===== src/rtl/uart_transmitter_parity.sv =====
// UART transmitter: start bit, 8 data bits LSB first, parity bit, 1 or 2 stop bits.
// A one-entry holding buffer with a valid/ready handshake lets frames run back to back.
module uart_transmitter_parity #(
    parameter int unsigned CLKS_PER_BIT = 1,
    parameter int unsigned PARITY_ODD   = 0,
    parameter int unsigned STOP_BITS    = 1
) (
    input  logic       clk,
    input  logic       rst,
    input  logic [7:0] din,
    input  logic       valid,
    output logic       ready,
    output logic       tx,
    output logic       busy,
    output logic       done
);

    localparam int unsigned CNT_W = 17;
    localparam logic [CNT_W-1:0] BIT_LAST  = CNT_W'(CLKS_PER_BIT - 1);
    localparam logic [CNT_W-1:0] STOP_LAST = CNT_W'(STOP_BITS * CLKS_PER_BIT - 1);
    localparam logic             ODD       = 1'(PARITY_ODD);

    typedef enum logic [2:0] {
        IDLE,
        START,
        DATA,
        PARITY,
        STOP
    } state_t;

    state_t           state, state_n;
    logic [7:0]       buf_data, buf_data_n;
    logic             buf_full, buf_full_n;
    logic [7:0]       shift, shift_n;
    logic [2:0]       bit_idx, bit_idx_n;
    logic [CNT_W-1:0] baud_cnt, baud_n;
    logic             parity, parity_n;
    logic             tx_n;
    logic             done_n;
    logic             load;
    logic             bit_end;
    logic             stop_end;

    assign ready = ~buf_full;

    // State and datapath registers
    always_ff @(posedge clk or posedge rst) begin
        if (rst) begin
            state    <= IDLE;
            buf_data <= '0;
            buf_full <= 1'b0;
            shift    <= '0;
            bit_idx  <= '0;
            baud_cnt <= '0;
            parity   <= 1'b0;
            tx       <= 1'b1;
            busy     <= 1'b0;
            done     <= 1'b0;
        end else begin
            state    <= state_n;
            buf_data <= buf_data_n;
            buf_full <= buf_full_n;
            shift    <= shift_n;
            bit_idx  <= bit_idx_n;
            baud_cnt <= baud_n;
            parity   <= parity_n;
            tx       <= tx_n;
            busy     <= (state_n != IDLE);
            done     <= done_n;
        end
    end

    // Next-state, handshake and line-level logic
    always_comb begin
        state_n    = state;
        buf_data_n = buf_data;
        buf_full_n = buf_full;
        shift_n    = shift;
        bit_idx_n  = bit_idx;
        baud_n     = baud_cnt;
        parity_n   = parity;
        tx_n       = tx;
        done_n     = 1'b0;
        load       = 1'b0;
        bit_end    = (baud_cnt == BIT_LAST);
        stop_end   = (baud_cnt == STOP_LAST);

        if (valid && !buf_full) begin
            buf_data_n = din;
            buf_full_n = 1'b1;
        end

        case (state)
            IDLE: begin
                tx_n = 1'b1;
                load = buf_full;
            end
            START: begin
                if (bit_end) begin
                    baud_n  = '0;
                    state_n = DATA;
                    tx_n    = shift[0];
                end else begin
                    baud_n = CNT_W'(baud_cnt + 1'b1);
                end
            end
            DATA: begin
                if (bit_end) begin
                    baud_n = '0;
                    if (bit_idx == 3'd7) begin
                        state_n   = PARITY;
                        tx_n      = parity;
                        bit_idx_n = '0;
                    end else begin
                        shift_n   = {1'b0, shift[7:1]};
                        tx_n      = shift[1];
                        bit_idx_n = 3'(bit_idx + 1'b1);
                    end
                end else begin
                    baud_n = CNT_W'(baud_cnt + 1'b1);
                end
            end
            PARITY: begin
                if (bit_end) begin
                    baud_n  = '0;
                    state_n = STOP;
                    tx_n    = 1'b1;
                end else begin
                    baud_n = CNT_W'(baud_cnt + 1'b1);
                end
            end
            STOP: begin
                if (stop_end) begin
                    baud_n  = '0;
                    done_n  = 1'b1;
                    state_n = IDLE;
                    tx_n    = 1'b1;
                    load    = buf_full;
                end else begin
                    baud_n = CNT_W'(baud_cnt + 1'b1);
                end
            end
            default: begin
                state_n = IDLE;
                tx_n    = 1'b1;
            end
        endcase

        // Buffer drains into the shift register; parity latched from the same byte
        if (load) begin
            state_n    = START;
            tx_n       = 1'b0;
            shift_n    = buf_data;
            buf_full_n = 1'b0;
            parity_n   = (^buf_data) ^ ODD;
            baud_n     = '0;
            bit_idx_n  = '0;
        end
    end

endmodule


===== config.mk =====
export PLATFORM = sky130hd
export DESIGN_NAME = uart_transmitter_parity
export DESIGN_NICKNAME = d
export VERILOG_FILES = /design/src/rtl/uart_transmitter_parity.sv
export SDC_FILE = /design/constraint.sdc
export NUM_CORES = 1
export LEC_CHECK = 0
export BUFFER_PORTS_ARGS = -buffer_cell sky130_fd_sc_hd__buf_2
export CORE_AREA = 8 8 94 117
export DETAILED_ROUTE_END_ITERATION = 10
export DIE_AREA = 0 0 102 125
export PLACE_DENSITY = 0.37
export SYNTH_ARGS = -nofsm -noshare
export SYNTH_HDL_FRONTEND = slang
export SYNTH_SLANG_ARGS = --single-unit
export TNS_END_PERCENT = 1

===== constraint.sdc =====
create_clock -name clk -period 4.35 [get_ports clk]
set_clock_uncertainty 0.05 [all_clocks]
set_input_delay 0.87 -clock clk [delete_from_list [all_inputs] [get_ports clk]]
set_output_delay 0.87 -clock clk [all_outputs]
set_load 0.01 [all_outputs]

# Yosys cells after proc, flatten, opt, wreduce, memory -nomap -nowiden
# Cells that the tools add are included.
# W data, S select, Z words.
# totals
out_inout_bits,4
inputBits,11
elab_cells,67
reg_bits,44
# classes
n_mux,30
addsub,2
reduce_logical,15
bitwise,1
eq_ne,9
# ops
cell,n
$mux W17,3
$mux W8,4
$mux W3,10
$add A17 B1 Y17 const B,1
$logic_not A17 Y1,1
$pmux W3 S5,1
$mux W1,10
$reduce_bool A2 Y1,4
$reduce_xor A8 Y1,1
$eq A3 B2 Y1 const B,2
$eq A3 B3 Y1 const B,2
$ne A3 B3 Y1 const B,2
$reduce_and A3 Y1,2
$reduce_or A4 Y1,1
$add A3 B1 Y3 const B,1
$eq A3 B1 Y1 const B,1
$logic_not A3 Y1,1
$ne A3 B1 Y1 const B,1
$pmux W1 S3,1
$reduce_bool A3 Y1,1
$ne A2 B2 Y1 const B,1
$pmux W1 S2,1
$reduce_and A2 Y1,1
$reduce_or A2 Y1,1
other kinds (3),3

# Depth between registers and ports, before layout
# depth
ltp_word,6
mapped_depth,9
mapped_depth_nobuf,7

# Worst setup path before layout
# OpenSTA, ideal clock, no wires.
# synth_timing
path_type,reg2reg
start,reg baud_cnt[0]
end,reg bit_idx[0]
slack_ns,2.289
t_required_ns,4.222
n_path_buf,1
stages_incl_launch_ff,9
arrival_ns,1.933
setup_time_ns,0.078
synth_period_minus_slack_ns,2.061
cell_sequence,dfrtp_1 -> inv_1 -> ha_1 -> nor4b_1 -> nand4_1 -> or3_1 -> clkbuf_1 -> or3_1 -> a21oi_1
# synth_between
elab_chain_cells,5
elab_cells_between_ends,7
cone_classes,mux: 3; reduce/logical: 4
# synth_lines
element,line,rtl
start: declaration,36,"logic [CNT_W-1:0] baud_cnt, baud_n;"
start signal: assignment,65,baud_cnt <= baud_n;
$logic_not A17 Y1 (*),"85, 86",
$mux W1,133,if (stop_end) begin
$pmux W1 S2,93,case (state)
$reduce_bool A2 Y1 (no source line),--,
$reduce_and A2 Y1 (no source line),--,
end signal: assignment,64,bit_idx <= bit_idx_n;
end: declaration,35,"logic [2:0] bit_idx, bit_idx_n;"
# Mark *: on every way between the ends. The rest lies on a longest branch, timed or not.
# A chain may end at the register's enable or synchronous reset.

# Worst setup path in the final report
# Same ends and word-level chain as after synthesis.

==> reports/metrics.cfg <==
[sta]
rsz0062_at_grt=no
worst_slew_pin_slew_ns=0.961
fin_crit_ns=2.63
worst_slew_margin_rel_pct=35.9
slew_violations=0
setup_viol=0
finalHoldViolations=0
fmax_mhz=380
fin_setup_tns_ns=0
period_share_pct=60.6

[worst_setup_path]
worstSetupEndpointType=flop
crit_type=reg2reg
worstPathArrival_ns=2.79
cp-start-kind=flop
critPathMaxFanout=12
worstPathRequired_ns=4.51

[global_routing]
grt_pass1_vias=1743
grt_use_met1_pct=9.93
use_met3_pct=2.00
grt_start_max_net_pins=45
gr-usage-met2_pct=14.9
grt.total_usage_pct=8.56
grt_pass1_wl_um=8710
top_usage_layer=met2
antenna_found_initial=0
grt_overflow=0

[yosys]
syn_avg_cell_area_um2=9.67
synth_edf_count=0
synthCells=228
ys.flop_type=dfrtp_1
ys_types=38
async_flop_share_pct=100
syn_area_um2=2210
yosys_warnings=0
synth_fp_nets=243
ys_seq_area_share_pct=50.0
synth-seq-cells=44

[cts]
cts_setup_buffers=0
clock_latency_ns=0.28
cts_buffer_depth=2
h-tree-depth=2
cts-resized-gates=0
clkSinkCount=44
cts_hold_repair.buffers=0
cts_buffers=5
cts_tree=built
cts-root-buf=clkbuf_16
path_clk_slew_ns=0.06

[finish]
diodes=0
final_common_cell=dfrtp_1
fin_util_pct=27.8
syn2layout_area_growth_pct=17.3
drive_gt1_share_pct=16.1
nets=256
final_cell_mix=dfrtp_1, nor2_1, nand2_1

[power]
power.switching_w=0.000600
p_per_area_nw_per_um2=659
pwr-share-comb_pct=35.6
ir_worst_vdd_uv=268
p_sw_share_pct=35.1
p_leak_nw=1.08
intPower_w=0.00111
p_clk_share_pct=27.0
p_seq_share_pct=37.3

[routing]
routed_via_density=4.44
drc=0
routedWlPerCell_um=13.6
drtAntennaViolNets=0
vias=1635
routed_wl_um=5000
drt_pass1_iterations=4
drt_iter0_markers=79

[placement]
io_buffers=14
gp_congestion=0.705
hpwl_um=3600

[hold_path]
hold_class=reg2reg

[run_status]
status=finished clean

[run]
cap_violations=0

[floorplanning]
dieArea_um2=12800
start_util_pct=23.7
ios=15
coreArea_um2=9310
die_w_um=102
rows=40
die_h_um=125

## cell families (layout without fill, tap and decap cells)
logic type | after synthesis | in the layout | share of synthesized area [%]
simple gates | 97 | 97 | 21.3
flops | 44 | 44 | 50.0
compound gates | 29 | 29 | 8.17
xor+xnor | 21 | 21 | 8.34
buf+inv | 20 | 34 | 3.52
mux | 13 | 13 | 6.41
fa+ha+maj | 4 | 4 | 2.27
## cell type report
| cell class | count | area [um^2] |
|---|---|---|
| Timing Repair Buffer | 15 | 77.6 |
| Inverter | 11 | 41.3 |
| Multi-Input combinational cell | 164 | 1030 |
| Sequential cell | 44 | 1100 |
| Tap cell | 126 | 158 |
| Clock inverter | 1 | 30.0 |
| Clock buffer | 7 | 153 |
| Fill cell | 1039 | 6720 |
## flip-flops by register name (all words and copies together) (netlist names)
| register | flops |
|---|---|
| busy | 1 |
| baud_cnt | 17 |
| tx | 1 |
| done | 1 |
| parity | 1 |
| shift | 8 |
| buf_full | 1 |
| buf_data | 8 |
| state | 3 |
| bit_idx | 3 |
## final timing paths
check / startpoint / endpoint / slack (ns) / cells past startpoint
min: tx / tx / 0.43 / 2
max: baud_cnt[0] / bit_idx[0] / 1.72 / 7
min reg2reg: tx / tx / 0.43 / 2
max in group asynchronous: rst / baud_cnt[9] / 2.89 / 2
max reg2reg: baud_cnt[0] / bit_idx[0] / 1.72 / 7
min in group asynchronous: rst / state[1] / 0.75 / 2
## Yosys cell counts (5+ instances only)
cell,number,area [um^2]
mux2_2,9,101
xor2_1,7,61.3
nor2_1,29,109
clkbuf_1,7,26.3
dfrtp_1,43,1080
o21ai_0,11,55.1
nor3_1,5,25.0
xnor2_1,14,123
inv_1,11,41.3
a31oi_1,7,43.8
nand2_1,28,105
nor4_1,6,37.5
nand4_1,6,37.5
nand3_1,6,30.0
## critical path: stages, from the launching register on
cell     delay, ns
dfrtp_1       0.40
inv_1         0.09
ha_1          0.17
nor4b_1       0.31
nand4_1       0.47
or3_1         0.58
or3_1         0.33
a21oi_1       0.15
## per-stage QoR
step	cells	cell area, um^2	setup slack (ns)	total power (W)	hold slack (ns)
after global placement	360	2400	1.79	0.00127	0.421
final	368	2590	1.72	0.00171	0.433
after detailed placement	360	2400	1.73	0.00127	0.430
after floorplan	228	2210	2.29	0.00112	0.400
after global routing	368	2590	1.47	0.00185	0.456
after CTS	368	2590	1.68	0.00174	0.439
## power by group through the flow
stage	clock (W)	sequential [W]	combinational, W
floorplan	0	0.000612	0.000506
global placement	0	0.000644	0.000624
detailed placement	0	0.000649	0.000625
CTS	0.000476	0.000641	0.000627
global route	0.000490	0.000659	0.000703
finish	0.000461	0.000637	0.000608
## metal layers
| metal | vias to the layer above | wire length, um |
|---|---|---|
| li1 | 816 | - |
| met1 | 796 | 2220 |
| met2 | 18 | 2590 |
| met3 | 5 | 116 |
| met4 | 0 | 72 |
| met5 | - | 0 |
No activity file was read; power rests on OpenSTA's default activity.
